<file path="src/rtl/uart_tx_buffered.sv">
// uart_tx_buffered: buffered 8N1 UART transmitter.
//
// The host writes bytes into a small circular FIFO (one byte per rising
// edge of `write`); a transmit FSM pops them one at a time and serialises
// each as start bit, 8 data bits LSB first, stop bit on `txOUT`. A built-in
// divider produces a 16x oversample tick; one bit time is 16*CLK_DIV clocks.
//
// Ports:
//   clk        system clock
//   reset      synchronous, active-high reset
//   write      write request; only its rising edge enqueues a byte
//   datain     byte captured on the write rising-edge cycle
//   txOUT      serial output, idle high, driven from a register
//   tx_ready   FIFO can accept a byte (~buf_full)
//   buf_empty  FIFO holds no bytes
//   buf_full   FIFO holds 2^FIFO_BITS bytes
//   busy       a frame is on the line (FSM not IDLE)
//   count      number of bytes in the FIFO
module uart_tx_buffered #(
    parameter int CLK_DIV   = 8,
    parameter int FIFO_BITS = 2
) (
    input  logic                 clk,
    input  logic                 reset,
    input  logic                 write,
    input  logic [7:0]           datain,
    output logic                 txOUT,
    output logic                 tx_ready,
    output logic                 buf_empty,
    output logic                 buf_full,
    output logic                 busy,
    output logic [FIFO_BITS:0]   count
);

    localparam int                 DEPTH    = 1 << FIFO_BITS;
    localparam logic [FIFO_BITS:0] FULL_CNT = (FIFO_BITS + 1)'(DEPTH);
    localparam logic [7:0]         DIV_MAX  = 8'(CLK_DIV - 1);

    typedef enum logic [1:0] {S_IDLE, S_START, S_DATA, S_STOP} state_t;

    // FIFO storage and control
    logic [7:0]           r_mem [DEPTH];
    logic [FIFO_BITS-1:0] r_wptr;
    logic [FIFO_BITS-1:0] r_rptr;
    logic [FIFO_BITS:0]   r_count;
    logic                 r_empty;
    logic                 r_full;
    logic                 r_write_d;

    // Transmit FSM and baud divider
    state_t               r_state;
    logic [7:0]           r_sh;
    logic [2:0]           r_idx;
    logic [7:0]           r_div;
    logic [3:0]           r_sub;
    logic                 r_tx;

    logic                 w_push;
    logic                 w_wr;
    logic                 w_pop;
    logic [FIFO_BITS:0]   w_count_nxt;
    logic                 w_tick;
    logic                 w_bit_end;
    state_t               w_state_nxt;
    logic [7:0]           w_sh_nxt;
    logic [2:0]           w_idx_nxt;
    logic                 w_tx_nxt;

    assign w_push    = write & ~r_write_d;
    // A push into a full FIFO is accepted only when a pop frees the slot
    // in the same cycle; otherwise the byte is dropped.
    assign w_wr      = w_push & (~r_full | w_pop);
    assign w_tick    = (r_div == DIV_MAX);
    assign w_bit_end = w_tick & (r_sub == 4'd15);

    always_comb begin
        w_count_nxt = r_count;
        case ({w_wr, w_pop})
            2'b10:   w_count_nxt = r_count + 1'b1;
            2'b01:   w_count_nxt = r_count - 1'b1;
            default: w_count_nxt = r_count;
        endcase
    end

    always_ff @(posedge clk) begin
        if (reset) begin
            r_write_d <= 1'b0;
            r_wptr    <= '0;
            r_rptr    <= '0;
            r_count   <= '0;
            r_empty   <= 1'b1;
            r_full    <= 1'b0;
        end else begin
            r_write_d <= write;
            if (w_wr)
                r_wptr <= r_wptr + 1'b1;
            if (w_pop)
                r_rptr <= r_rptr + 1'b1;
            r_count <= w_count_nxt;
            r_empty <= (w_count_nxt == '0);
            r_full  <= (w_count_nxt == FULL_CNT);
        end
    end

    // When full, wptr equals rptr: the head is read combinationally before
    // this edge overwrites the slot, so push+pop on a full FIFO is safe.
    always_ff @(posedge clk) begin
        if (w_wr)
            r_mem[r_wptr] <= datain;
    end

    // Divider is held at zero in IDLE, so counting restarts exactly when a
    // byte is loaded and the start bit lasts a full 16*CLK_DIV cycles.
    always_ff @(posedge clk) begin
        if (reset || r_state == S_IDLE) begin
            r_div <= '0;
            r_sub <= '0;
        end else if (w_tick) begin
            r_div <= '0;
            r_sub <= r_sub + 1'b1;
        end else begin
            r_div <= r_div + 1'b1;
        end
    end

    always_ff @(posedge clk) begin
        if (reset) begin
            r_state <= S_IDLE;
            r_idx   <= '0;
            r_tx    <= 1'b1;
        end else begin
            r_state <= w_state_nxt;
            r_idx   <= w_idx_nxt;
            r_tx    <= w_tx_nxt;
        end
    end

    always_ff @(posedge clk) begin
        r_sh <= w_sh_nxt;
    end

    always_comb begin
        w_state_nxt = r_state;
        w_sh_nxt    = r_sh;
        w_idx_nxt   = r_idx;
        w_pop       = 1'b0;
        case (r_state)
            S_IDLE: begin
                if (!r_empty) begin
                    w_pop       = 1'b1;
                    w_sh_nxt    = r_mem[r_rptr];
                    w_state_nxt = S_START;
                end
            end
            S_START: begin
                if (w_bit_end) begin
                    w_idx_nxt   = '0;
                    w_state_nxt = S_DATA;
                end
            end
            S_DATA: begin
                if (w_bit_end) begin
                    w_sh_nxt  = {1'b0, r_sh[7:1]};
                    w_idx_nxt = r_idx + 1'b1;
                    if (r_idx == 3'd7)
                        w_state_nxt = S_STOP;
                end
            end
            S_STOP: begin
                if (w_bit_end)
                    w_state_nxt = S_IDLE;
            end
            default: w_state_nxt = S_IDLE;
        endcase

        // Line level is computed from the next state so the register
        // output changes on the same edge as the state.
        case (w_state_nxt)
            S_START: w_tx_nxt = 1'b0;
            S_DATA:  w_tx_nxt = w_sh_nxt[0];
            default: w_tx_nxt = 1'b1;
        endcase
    end

    assign txOUT     = r_tx;
    assign busy      = (r_state != S_IDLE);
    assign buf_empty = r_empty;
    assign buf_full  = r_full;
    assign tx_ready  = ~r_full;
    assign count     = r_count;

endmodule

</file>
<file path="config.mk">
export PLATFORM = sky130hd
export DESIGN_NAME = uart_tx_buffered
export DESIGN_NICKNAME = d
export VERILOG_FILES = /design/src/rtl/uart_tx_buffered.sv
export SDC_FILE = /design/constraint.sdc
export NUM_CORES = 1
export LEC_CHECK = 0
export CAP_MARGIN = 15
export CORE_MARGIN = 3
export CORE_UTILIZATION = 40
export CTS_BUF_LIST = sky130_fd_sc_hd__clkbuf_8 sky130_fd_sc_hd__clkbuf_16
export DETAILED_ROUTE_END_ITERATION = 8
export PLACE_DENSITY_LB_ADDON = 0.12
export SLEW_MARGIN = 10
export SYNTH_ARGS = -nofsm -noshare
export SYNTH_HDL_FRONTEND = slang
export SYNTH_SLANG_ARGS = --single-unit
</file>
<file path="constraint.sdc">
create_clock -name clk -period 4.9 [get_ports clk]
set_input_delay 0.98 -clock clk [delete_from_list [all_inputs] [get_ports clk]]
set_output_delay 0.98 -clock clk [all_outputs]
set_load 0.01 [all_outputs]
</file>
# Word-level counts from Yosys, hierarchy flattened
# Memory sizes are Yosys's and may differ from the RTL's. A register that Yosys moved wholly into a read port is not among the register bits.
# Index checks and enable logic that the tools add are counted.
[totals]
ramBits = 32
register_bits = 36
elab_cells = 70
inputBits = 11
out_inout_bits = 8
n_memories = 1
[mem_list]
columns = ["name", "words", "word_bits", "rd", "rd_clocked_by_memory_dff", "write_ports", "line", "rtl"]
rows = [
  ["r_mem", 4, 8, 1, 1, 1, "42", "logic [7:0] r_mem [DEPTH];"],
]
[classes]
reduce_logical = 9
n_eq_ne = 14
bitwise = 6
n_addsub = 7
muxes = 20
[op_table]
columns = ["operator", "n"]
rows = [
  ["two-way mux 8 bit", 2],
  ["one-hot mux 8 bit (2 select lines)", 1],
  ["two-way mux 2 bit", 7],
  ["one-hot mux 3 bit (2 select lines)", 2],
  ["adder 8 x 1 -> 8 bit (second input constant)", 1],
  ["== test 2 bit (second input constant)", 4],
  ["== test 8 x 3 -> 1 bit (second input constant)", 1],
  ["one-hot mux 2 bit (4 select lines)", 1],
  ["adder 3 x 1 -> 3 bit (second input constant)", 2],
  ["== test 2 x 1 -> 1 bit (second input constant)", 3],
  ["== test 3 bit (second input constant)", 2],
  ["two-way mux 3 bit", 2],
  ["inequality test 2 bit (second input constant)", 3],
  ["AND reduction 3 bit", 2],
  ["nonzero test 2 bit", 3],
  ["adder 2 x 1 -> 2 bit (second input constant)", 2],
  ["adder 4 x 1 -> 4 bit (second input constant)", 1],
  ["== test 4 bit (second input constant)", 1],
  ["two-way mux 1 bit", 4],
  ["AND 1 bit", 3],
  ["zero test 3 bit", 1],
  ["subtractor 3 x 1 -> 3 bit (second input constant)", 1],
  ["zero test 2 bit", 1],
  ["inverter 1 bit", 2],
  ["other kinds (4)", 4],
]

# Depth between registers and ports, before layout
[depth]
ltp_word = 7
mapped_depth = 9
ltp_nobuf = 9

# Worst setup path after synthesis
# OpenSTA, ideal clock, no wires.
[synth_timing]
path_kind = "input port to flip-flop"
startpoint = "input write"
endpoint = "register r_full, in the netlist buf_full"
setup_time_ns = 0.065
slack_ns = 2.058
t_arrival_ns = 2.777
required_time_ns = 4.835
stages = 9
path_buffers = 0
path_cell_list = "nand2b_1 a21oi_1 inv_1 ha_1 fa_1 xnor2_1 or3_1 a21oi_1 nor2b_1"
[synth_between]
elab_chain_len = 5
word_cells_on_any_way = 6
classes_between = "eq/ne: 3; mux: 1; bitwise: 2"
[synth_lines]
columns = ["item", "line", "rtl"]
rows = [
  ["start, declared", "25", "input logic write,"],
  ["AND 1 bit (*)", "69", "assign w_push = write & ~r_write_d;"],
  ["AND 1 bit (*)", "72", "assign w_wr = w_push & (~r_full | w_pop);"],
  ["== test 2 x 1 -> 1 bit / == test 2 bit (equally long branches)", "78", "case ({w_wr, w_pop})"],
  ["one-hot mux 3 bit (2 select lines) (*)", "78", ""],
  ["== test 3 bit (*)", "101", "r_full <= (w_count_nxt == FULL_CNT);"],
  ["end signal, assigned", "101", ""],
  ["end, declared", "47", "logic r_full;"],
]
# Every way passes the cells marked *; elsewhere a longest branch is shown, timed or not.
# A chain may end at the register's enable or synchronous reset.

# Final worst setup path
# Ends and elaborated chain as after synthesis.

==> results.tsv <==
metric	value	unit
outcome	completed	
period_share	0.657	
post_synth_mux_area_share	0.0721	
top_layer	met4	
drive_gt1_frac	0.129	
cts_made_buffers	9	
syn_inst	222	
hold_class	flop to flop	
grt_pass1_vias	1665	
startpoint_type	input pin	
initial_core_util	0.420	
p_leak	1.19	nW
via_per_inst	4.99	
wl_met2	2.26	mm
n_antenna_cell	0	
gr-total-overflow	0	
wl_met3	231	um
ys_seq_area_frac	0.615	
clkLatencyLatePin	340	ps
max_freq	0.310	GHz
worstPathMaxFanout	7	
hpwlAfterDp	3.22	mm
grt_pass1_wl	8.17	mm
period_minus_slack	3220	ps
dr.pass1.iters	4	
synth_top_area_cell	edfxtp_1	
syn_nets	243	
critPathKind	input pin to flop	
ys_seq_elements	70	
rsz0062_at_grt	no	
wl_per_cell	13.9	um
drtAntennaViolNets	0	
synth-simple-area-share	0.131	
wl_met1	2.21	mm
fin_worst_skew	14.1	ps
final.setup.worst_slack	1680	ps
register_area	1790	um2
synth_fa_ha_area_frac	0.0455	
finalSetupViolations	0	
synth-xor-area-share	0.0451	
synth_top_cells_by_area	edfxtp_1 40%, dfxtp_1 21%, mux4_2 6.2%	
grt_start_max_net_pins	17	
async_reset_ff_frac	0	
netlist-cell-type-count	43	
synth.most_common_cell	edfxtp_1	
clockBufferDepth	2	
layout.nets	265	
synth_flop_cell	edfxtp_1	
synth_top_family_by_area	simple AND/OR/NAND/NOR gates	
place_ws	1310	ps
fp.dieH	91.4	um
final_cells	345	
grt_util_all_layers	0.129	
slowest_stage	clkdlybuf4s50_1	
dieArea	8340	um2
synth.top_cells.by_count	39 x edfxtp_1, 31 x dfxtp_1, 23 x nor2_1	
cts-resized-gates	0	
ys_warn_count	0	
vias	1722	
vdd_ir_drop_max	0.178	mV
hold_violations	0	
multi_input_area	1060	um2
cp-end-kind	flop	
ctsHoldBuffers	0	
fillers	634	
slowest_delay	470	ps
wl	4.79	mm
fp.dieW	91.4	um
io_pins	19	
core-area	6940	um2
worstPathRequired	5170	ps
clkTransAtPathRegs	80	ps
crit_top_cell	a21oi_1	
cts_num_sinks	70	
max_slew.worst_pin.slew	1100	ps
cp_cell_sequence	clkdlybuf4s50_1 > nand2b_1 > a21oi_1 > inv_1 > ha_1 > fa_1 > xnor2_1 > or3_1 > a21oi_1 > nor2b_1	
setup_tns	0	ps
syn_to_final_growth	15.4	%
relSlewSlack	0.260	
cts_tree	built	
cap_violations	0	
yosys.area.top_type_share	0.402	
port_buffers	18	
gp_congestion	0.743	
synth_compound_area_frac	0.0696	
placedCellCount	329	
post-route-drc-count	0	
drt_iter0_markers	62	
slew_viol_final	0	
crit_arrival	3490	ps
synth_area_per_cell	13.1	um2
cts_root_buf	clkbuf_8	
synth-edff-count	39	
rows	30	
postCtsSetupRepairBufs	0	
htree_levels	3	
antenna_found_initial	0	
power_density	452	nW/um2
synth.cell_area	2910	um2
layout make-up:
| type | count | share of cell area |
|---|---|---|
| inverter | 9 | 0.0100 |
| clock buffer | 9 | 0.0368 |
| clock inverter | 7 | 0.0167 |
| tap | 96 | 0.0357 |
| multi-input combinational | 136 | 0.314 |
| sequential | 70 | 0.533 |
| timing repair buffer | 18 | 0.0536 |
registers in the layout (all words and copies together) (netlist names), named ones only:
register	flops
r_div	8
r_state	2
r_sh	8
r_sub	4
r_write_d	1
r_idx	3
r_mem	32
r_rptr	2
count	3
buf_full	1
txOUT	1
buf_empty	1
r_wptr	2
logic make-up after synthesis:
| family | count (synthesis) |
|---|---|
| AND/OR/NAND/NOR | 72 |
| flip-flops | 70 |
| AO/OA/AOI/OAI | 28 |
| buffers and inverters | 16 |
| XOR/XNOR | 15 |
| multiplexers | 11 |
| adder cells (fa/ha/maj) | 10 |
report_power, final:
part           switching, mW  total, mW  internal (mW)  leakage (nW)
clock network          0.227      0.417          0.190        0.0959
registers             0.0706      0.780          0.709         0.613
logic                  0.144      0.322          0.178         0.477
total                  0.441       1.52           1.08          1.19
final timing paths:
path                                             to  slack, ps             startpoint  depth (start not counted)
worst min register to register  r_div[0]$_SDFF_PP0_        440    r_div[0]$_SDFF_PP0_                          1
worst max-delay path            buf_full$_SDFF_PP0_       1680                  write                         10
worst min-delay path            r_div[0]$_SDFF_PP0_        440    r_div[0]$_SDFF_PP0_                          1
worst max register to register  buf_full$_SDFF_PP0_       1850  r_state[1]$_SDFF_PP0_                          9
critical path: cells and delay by family:
kind                       cells  cell delay, ps
and+or+nand+nor                3             520
buffers and inverters          2             560
adders and majority gates      2             630
xor gates and xnor gates       1             140
AOI/OAI and AO/OA              2             660
cells in the final DEF (no fill, tap or decap), types with 3 or more instances in the layout:
master,Yosys,final
nor4_1,3,3
clkdlybuf4s50_1,0,18
ha_1,9,9
dfxtp_1,31,31
and3_1,4,4
and2_1,5,5
xor2_1,7,7
nand3_1,6,6
nor2b_1,4,4
a22o_1,6,6
inv_1,8,8
nor2_1,23,23
nand2_1,8,8
a21oi_1,8,8
edfxtp_1,39,39
o21ai_0,5,5
clkbuf_8,0,9
nand4_1,5,5
xnor2_1,8,8
mux2i_1,3,3
mux4_2,8,8
metal layers:
metal | vias to the layer above | global-route usage
met3 | 9 | 0.0431
met5 | - | 0
li1 | 863 | -
met1 | 811 | 0.162
met4 | 0 | 0.0641
met2 | 39 | 0.198
metrics by stage:
stage | hold slack, ps | area [um2] | power [mW] | utilization
2_1_floorplan | 413 | 2910 | 1.01 | -
4_1_cts | 451 | 3360 | 1.55 | 0.484
3_3_place_gp | 434 | 3180 | 1.12 | 0.458
6_report | 445 | 3360 | 1.52 | 0.484
5_1_grt | 488 | 3360 | 1.62 | 0.484
3_5_place_dp | 435 | 3180 | 1.12 | 0.458
Power figures use the tool's default switching activity.
